--- src/rtl/mips_mc_pkg.sv ---
// Shared types and encodings for the multicycle MIPS controller.
// State enum, instruction field codes and datapath select encodings.
package mips_mc_pkg;

    typedef enum logic [3:0] {
        S_FETCH, S_DECODE, S_MEMADR, S_MEMRD, S_MEMWB,
        S_MEMWR, S_EXEC_R, S_ALUWB, S_ADDI_EX, S_IMMWB,
        S_BRANCH, S_JUMP, S_JAL, S_JR, S_FAULT
    } state_t;

    typedef enum logic [1:0] {
        CLS_ADD, CLS_SUB, CLS_SLT, CLS_FUNCT
    } alu_cls_t;

    localparam logic [5:0] OP_RTYPE = 6'b000000;
    localparam logic [5:0] OP_LW    = 6'b100011;
    localparam logic [5:0] OP_SW    = 6'b101011;
    localparam logic [5:0] OP_ADDI  = 6'b001000;
    localparam logic [5:0] OP_SLTI  = 6'b001010;
    localparam logic [5:0] OP_BEQ   = 6'b000100;
    localparam logic [5:0] OP_J     = 6'b000010;
    localparam logic [5:0] OP_JAL   = 6'b000011;

    localparam logic [5:0] F_ADD = 6'b100000;
    localparam logic [5:0] F_SUB = 6'b100010;
    localparam logic [5:0] F_AND = 6'b100100;
    localparam logic [5:0] F_OR  = 6'b100101;
    localparam logic [5:0] F_SLT = 6'b101010;
    localparam logic [5:0] F_JR  = 6'b001000;

    localparam logic [2:0] ALU_ADD = 3'b000;
    localparam logic [2:0] ALU_SUB = 3'b001;
    localparam logic [2:0] ALU_AND = 3'b010;
    localparam logic [2:0] ALU_OR  = 3'b011;
    localparam logic [2:0] ALU_SLT = 3'b100;

    localparam logic [1:0] SRCB_B    = 2'b00;
    localparam logic [1:0] SRCB_FOUR = 2'b01;
    localparam logic [1:0] SRCB_IMM  = 2'b10;
    localparam logic [1:0] SRCB_IMM4 = 2'b11;

    localparam logic [1:0] PC_ALU    = 2'b00;
    localparam logic [1:0] PC_ALUOUT = 2'b01;
    localparam logic [1:0] PC_JUMP   = 2'b10;
    localparam logic [1:0] PC_RS     = 2'b11;

    localparam logic [1:0] RD_RT  = 2'b00;
    localparam logic [1:0] RD_RD  = 2'b01;
    localparam logic [1:0] RD_R31 = 2'b10;

    localparam logic [1:0] MTR_ALUOUT = 2'b00;
    localparam logic [1:0] MTR_MDR    = 2'b01;
    localparam logic [1:0] MTR_PC     = 2'b10;

endpackage

--- src/rtl/mips_mc_aludec.sv ---
// ALU operation decoder: state class plus funct to alu_op.
// Flags unsupported funct codes when the class defers to funct.
module mips_mc_aludec
    import mips_mc_pkg::*;
(
    input  alu_cls_t   cls,
    input  logic [5:0] funct,
    output logic [2:0] alu_op,
    output logic       illegal
);

    // Select the ALU operation; unknown R-type funct is flagged
    always_comb begin
        alu_op  = ALU_ADD;
        illegal = 1'b0;
        case (cls)
            CLS_ADD: alu_op = ALU_ADD;
            CLS_SUB: alu_op = ALU_SUB;
            CLS_SLT: alu_op = ALU_SLT;
            default: begin
                case (funct)
                    F_ADD:   alu_op = ALU_ADD;
                    F_SUB:   alu_op = ALU_SUB;
                    F_AND:   alu_op = ALU_AND;
                    F_OR:    alu_op = ALU_OR;
                    F_SLT:   alu_op = ALU_SLT;
                    default: illegal = 1'b1;
                endcase
            end
        endcase
    end

endmodule

--- src/rtl/mips_mc_controller.sv ---
// Multicycle MIPS control FSM with memory wait watchdog.
// Optional MIPS_MC_PERF_EN adds instr_count / stall_count.
module mips_mc_controller
    import mips_mc_pkg::*;
#(
    parameter int WAIT_LIMIT = 15
)
(
    input  logic       clk,
    input  logic       rst,
    input  logic [5:0] opcode,
    input  logic [5:0] funct,
    input  logic       zero,
    input  logic       mem_ready,
    output logic       pc_write,
    output logic       iord,
    output logic       mem_read,
    output logic       mem_write,
    output logic       ir_write,
    output logic       reg_write,
    output logic       alu_src_a,
    output logic [1:0] alu_src_b,
    output logic [1:0] reg_dst,
    output logic [1:0] mem_to_reg,
    output logic [1:0] pc_src,
    output logic [2:0] alu_op,
    output logic       fault
`ifdef MIPS_MC_PERF_EN
    ,
    output logic [31:0] instr_count,
    output logic [31:0] stall_count
`endif
);

    localparam int WW = $clog2(WAIT_LIMIT + 1);
    localparam logic [WW-1:0] WLAST = WW'(WAIT_LIMIT - 1);

    state_t        state, state_n;
    logic [WW-1:0] wcnt;
    logic          waiting;
    alu_cls_t      cls;
    logic          illegal;

    mips_mc_aludec u_aludec (
        .cls     (cls),
        .funct   (funct),
        .alu_op  (alu_op),
        .illegal (illegal)
    );

    // Next-state selection; a wait that hits the limit overrides to FAULT
    always_comb begin
        state_n = state;
        waiting = 1'b0;
        case (state)
            S_FETCH: begin
                waiting = !mem_ready;
                if (mem_ready) state_n = S_DECODE;
            end
            S_DECODE: begin
                case (opcode)
                    OP_LW, OP_SW:     state_n = S_MEMADR;
                    OP_RTYPE:         state_n = (funct == F_JR) ? S_JR : S_EXEC_R;
                    OP_ADDI, OP_SLTI: state_n = S_ADDI_EX;
                    OP_BEQ:           state_n = S_BRANCH;
                    OP_J:             state_n = S_JUMP;
                    OP_JAL:           state_n = S_JAL;
                    default:          state_n = S_FAULT;
                endcase
            end
            S_MEMADR:  state_n = (opcode == OP_SW) ? S_MEMWR : S_MEMRD;
            S_MEMRD: begin
                waiting = !mem_ready;
                if (mem_ready) state_n = S_MEMWB;
            end
            S_MEMWR: begin
                waiting = !mem_ready;
                if (mem_ready) state_n = S_FETCH;
            end
            S_EXEC_R:  state_n = illegal ? S_FAULT : S_ALUWB;
            S_ADDI_EX: state_n = S_IMMWB;
            S_ALUWB, S_MEMWB, S_IMMWB, S_BRANCH,
            S_JUMP, S_JAL, S_JR: state_n = S_FETCH;
            default:   state_n = S_FAULT;
        endcase
        if (waiting && wcnt == WLAST) state_n = S_FAULT;
    end

    // State register and consecutive wait counter
    always_ff @(posedge clk or negedge rst) begin
        if (!rst) begin
            state <= S_FETCH;
            wcnt  <= '0;
        end else begin
            state <= state_n;
            wcnt  <= (waiting && state_n == state) ? wcnt + 1'b1 : '0;
        end
    end

    // Moore decode; FETCH strobes follow mem_ready, BRANCH follows zero
    always_comb begin
        pc_write   = 1'b0;
        iord       = 1'b0;
        mem_read   = 1'b0;
        mem_write  = 1'b0;
        ir_write   = 1'b0;
        reg_write  = 1'b0;
        alu_src_a  = 1'b0;
        alu_src_b  = SRCB_B;
        reg_dst    = RD_RT;
        mem_to_reg = MTR_ALUOUT;
        pc_src     = PC_ALU;
        fault      = 1'b0;
        cls        = CLS_ADD;
        case (state)
            S_FETCH: begin
                mem_read  = 1'b1;
                alu_src_b = SRCB_FOUR;
                ir_write  = mem_ready & rst;
                pc_write  = mem_ready & rst;
            end
            S_DECODE:  alu_src_b = SRCB_IMM4;
            S_MEMADR: begin
                alu_src_a = 1'b1;
                alu_src_b = SRCB_IMM;
            end
            S_MEMRD: begin
                iord     = 1'b1;
                mem_read = 1'b1;
            end
            S_MEMWR: begin
                iord      = 1'b1;
                mem_write = 1'b1;
            end
            S_MEMWB: begin
                reg_write  = 1'b1;
                mem_to_reg = MTR_MDR;
            end
            S_EXEC_R: begin
                alu_src_a = 1'b1;
                cls       = CLS_FUNCT;
            end
            S_ALUWB: begin
                reg_write = 1'b1;
                reg_dst   = RD_RD;
            end
            S_ADDI_EX: begin
                alu_src_a = 1'b1;
                alu_src_b = SRCB_IMM;
                cls       = (opcode == OP_SLTI) ? CLS_SLT : CLS_ADD;
            end
            S_IMMWB:   reg_write = 1'b1;
            S_BRANCH: begin
                alu_src_a = 1'b1;
                pc_src    = PC_ALUOUT;
                pc_write  = zero;
                cls       = CLS_SUB;
            end
            S_JUMP: begin
                pc_write = 1'b1;
                pc_src   = PC_JUMP;
            end
            S_JR: begin
                pc_write = 1'b1;
                pc_src   = PC_RS;
            end
            S_JAL: begin
                pc_write   = 1'b1;
                pc_src     = PC_JUMP;
                reg_write  = 1'b1;
                reg_dst    = RD_R31;
                mem_to_reg = MTR_PC;
            end
            default:   fault = 1'b1;
        endcase
    end

`ifdef MIPS_MC_PERF_EN
    // Retired-instruction and wait-cycle counters
    always_ff @(posedge clk or negedge rst) begin
        if (!rst) begin
            instr_count <= '0;
            stall_count <= '0;
        end else begin
            if (state != S_FETCH && state_n == S_FETCH)
                instr_count <= instr_count + 32'd1;
            if (waiting)
                stall_count <= stall_count + 32'd1;
        end
    end
`endif

endmodule

--- config.mk ---
export PLATFORM = sky130hd
export DESIGN_NAME = mips_mc_controller
export DESIGN_NICKNAME = d
export VERILOG_FILES = /design/src/rtl/mips_mc_pkg.sv /design/src/rtl/mips_mc_aludec.sv /design/src/rtl/mips_mc_controller.sv
export SDC_FILE = /design/constraint.sdc
export NUM_CORES = 1
export LEC_CHECK = 0
export ABC_CLOCK_PERIOD_IN_PS = 3250
export CORE_MARGIN = 2
export CORE_UTILIZATION = 45
export CTS_CLUSTER_SIZE = 28
export DETAILED_ROUTE_END_ITERATION = 6
export PLACE_DENSITY = 0.83
export RECOVER_POWER = 25
export SLEW_MARGIN = 40
export SYNTH_ARGS = -nofsm -noshare
export SYNTH_HDL_FRONTEND = slang
export SYNTH_HIERARCHICAL = 1
export SYNTH_SLANG_ARGS = --single-unit
--- constraint.sdc ---
create_clock -name clk -period 3.25 [get_ports clk]
set_input_delay 0.8125 -clock clk [delete_from_list [all_inputs] [get_ports clk]]
set_output_delay 0.8125 -clock clk [all_outputs]
set_load 0.01 [all_outputs]
==> reports/qor.txt <==
r2r setup slk: 0.97 ns
DP Worst Slack: -0.6966 ns
number of diodes: 0
Min Hold Slack: 0.4935 ns
XOR/XNOR share of the synthesized area: 3.440%
worst-margin pin slew: 0.6320 ns
Synth Area in Compound Gates: 24.08%
GR Util met1: 28.13%
share of cells above drive strength 1: 19.05%
RSZ-0062 raised after global routing: false
placed insts: 212
core footprint: 0.002170 mm²
period utilization: 97.80%
area of the multi-input gates: 780.7 µm²
Syn Area/Cell: 7.223 µm²
Final min period: 3.179 ns
die height: 51.58 µm
CP required: 2.44 ns
die width: 51.58 µm
Die ar.: 0.002660 mm²
hpwl dp: 2.228 mm
Yosys reg bits: 8
final wirelength: 3.006 mm
GR Overflow Total: 0
Synth async-reset ratio: 100.0%
Syn Nets: 159
Cell Area, Synth: 0.001018 mm²
Hold/Removal Path Class: reg -> reg
largest net degree at the start of global routing: 27
ys flop type: dfrtp_1
Via density: 5.949
Layout fillers: 208
PD cells: 630.0 mW/mm²
I/O Pins: 35
site row count: 17
setup TNS: 0 ns
all-layer global routing usage: 23.70%
most common cell in the synthesized netlist: nor2_1
starting DRC count in detailed routing: 39
setup violators final: 0
area added between synthesis and finish: 49.39%
Post-synth top cells: nor2_1 (21), nand2_1 (11), dfrtp_1 (8)
clk root buf: clkbuf_4
CTS Hold Buffers Added: 0
routed len/inst: 13.85 µm
initial antenna violation count: 0
Post-synth EDFFs: 0
CP endpoint kind: primary output
met3 Use GR: 1.724%
simple logic cell fraction of the synthesized area: 41.89%
status: finished clean
vias in the first global route: 1,208
DRC Markers: 0
total CTS buffers: 3
FF+latch area: 200.2 µm²
Antenna Violating Nets Remaining: 0
P_leak: 0.6319 nW
cell count of the worst hold path: 1
CTS tree: built
Synth Warn #: 6
synth top area cells: dfrtp_1 (20%), nor2_1 (7.7%), nand2_1 (4.1%)
sequential fraction of the synthesis area: 19.66%
maximum vdd drop: 0.5144 mV
worst flop-to-flop path startpoint: state[3]
Mapped Cells: 141
mux cell area share after synthesis: 3.071%
clk_lat worst skew: 0.27 ns
Global Route met2 Usage: 43.59%
TritonRoute pass-1 iters: 4
hold path startpoint: wcnt[0]
H-tree depth: 1
Clock Sink Count: 8
RePlAce Congestion: 0.8311
Synth top area share: 19.66%
Synth area leader: dfrtp_1
clk buf depth: 2
Buffers on Ports: 34
Crit Path Max Fanout: 2
Reg-to-Reg End: state[0]
Initial Utilization: 46.94%
Reg clk slew, reported paths: 0.06 ns
Final Non-Filler Cells: 217
slew margin rel.: 57.27%
Layout Nets: 209
vias: 1,291
Worst Hold End: wcnt[0]
Hold Violations, Final: 0
WP data arrival: 2.37 ns
Layout Skew: 0.006660 ns
Final WS setup: 0.07138 ns
first-pass GRT wire length: 4.892 mm
CP Launch Type: input pin
Yosys cell types: 53
Final Max Slew Viols: 0
most used routing layer: met2
max cap viols: 0
Max Fclk: 314.6 MHz
WS Path Type: in -> out
FF-to-FF path depth: 9
main combinational cell family by area after synthesis: simple AND/OR/NAND/NOR gates
adder-cell share of the synthesized area: 2.457%
==> repair_timing <==
item,4_1_cts,5_1_grt
setup buffers,1,1
pin swaps,6,7
endpoints found under the setup margin,3,3
resized for setup,17,5
endpoints found under the hold margin,0,0
==> per-stage QoR <==
step / util [%] / power [mW] / cell area [µm²]
4_1_cts: 69.90 / 0.9593 / 1516
3_3_place_gp: 68.45 / 0.8555 / 1485
3_5_place_dp: 68.45 / 0.8731 / 1485
6_report: 70.13 / 0.9585 / 1521
2_1_floorplan: - / 0.5947 / 1018
5_1_grt: 70.13 / 1.042 / 1521
==> registers in the layout, indices dropped and copies added (netlist names) <==
signal	flops
state	4
wcnt	4
==> final cells by class <==
cell class	instances	share of cell area, %
Multi-Input combinational cell	121	51.32
Clock buffer	3	1.480
Inverter	3	0.7401
Timing Repair Buffer	54	31.00
Sequential cell	8	13.16
Tap cell	28	2.303
==> critical path, stage by stage <==
cell and delay [ns]:
dlygate4sd2_1 0.25, nor2_2 0.09, nand2_1 0.08, or4_4 0.42, a21oi_2 0.17, nand2_1 0.10
nor3b_2 0.17, and3_1 0.16, buf_2 0.12
==> layout by cell type (no fill, tap or decap), drive strengths merged, types with 5 or more instances in the layout <==
cell	count
a21oi	7
nand3	7
o21ai	5
buf	20
dfrtp	8
nor2	21
nor3	5
clkbuf	5
nand2	11
clkdlybuf4s50	25
==> routing by layer <==
metal  up-vias  part of all wire (%)
li1        627                     -
met1       623                    43
met2        36                    51
met3         5                   4.6
met4         0                   1.5
met5         -                     0
==> cells by family (layout without fill, tap and decap cells) <==
family / count (synthesis) / in the layout
xor gates and xnor gates: 4 / 4
DFF: 8 / 8
buffers and inverters: 12 / 60
AOI/OAI and AO/OA: 35 / 35
adders and majority gates: 2 / 2
and+or+nand+nor: 77 / 77
muxes: 3 / 3
==> where the power goes <==
part           internal, mW  switching [mW]  total, mW
Sequential            0.130          0.0255      0.155
Clock                0.0427          0.0399     0.0825
Combinational         0.350           0.371      0.721
Total                 0.522           0.437      0.958
==> how the worst max path moves through the flow <==
stage	start	end	slack, ns	cells after the start
after global placement	opcode[2]	alu_op[1]	-0.62	9
final	opcode[5]	alu_op[1]	0.07	9
after detailed placement	opcode[2]	alu_op[1]	-0.70	9
after global routing	opcode[2]	alu_op[1]	0.01	9
after floorplan	opcode[2]	alu_op[1]	0.23	7
after CTS	opcode[5]	alu_op[1]	0.01	9
Note: power is estimated with default switching activity, not from simulation.
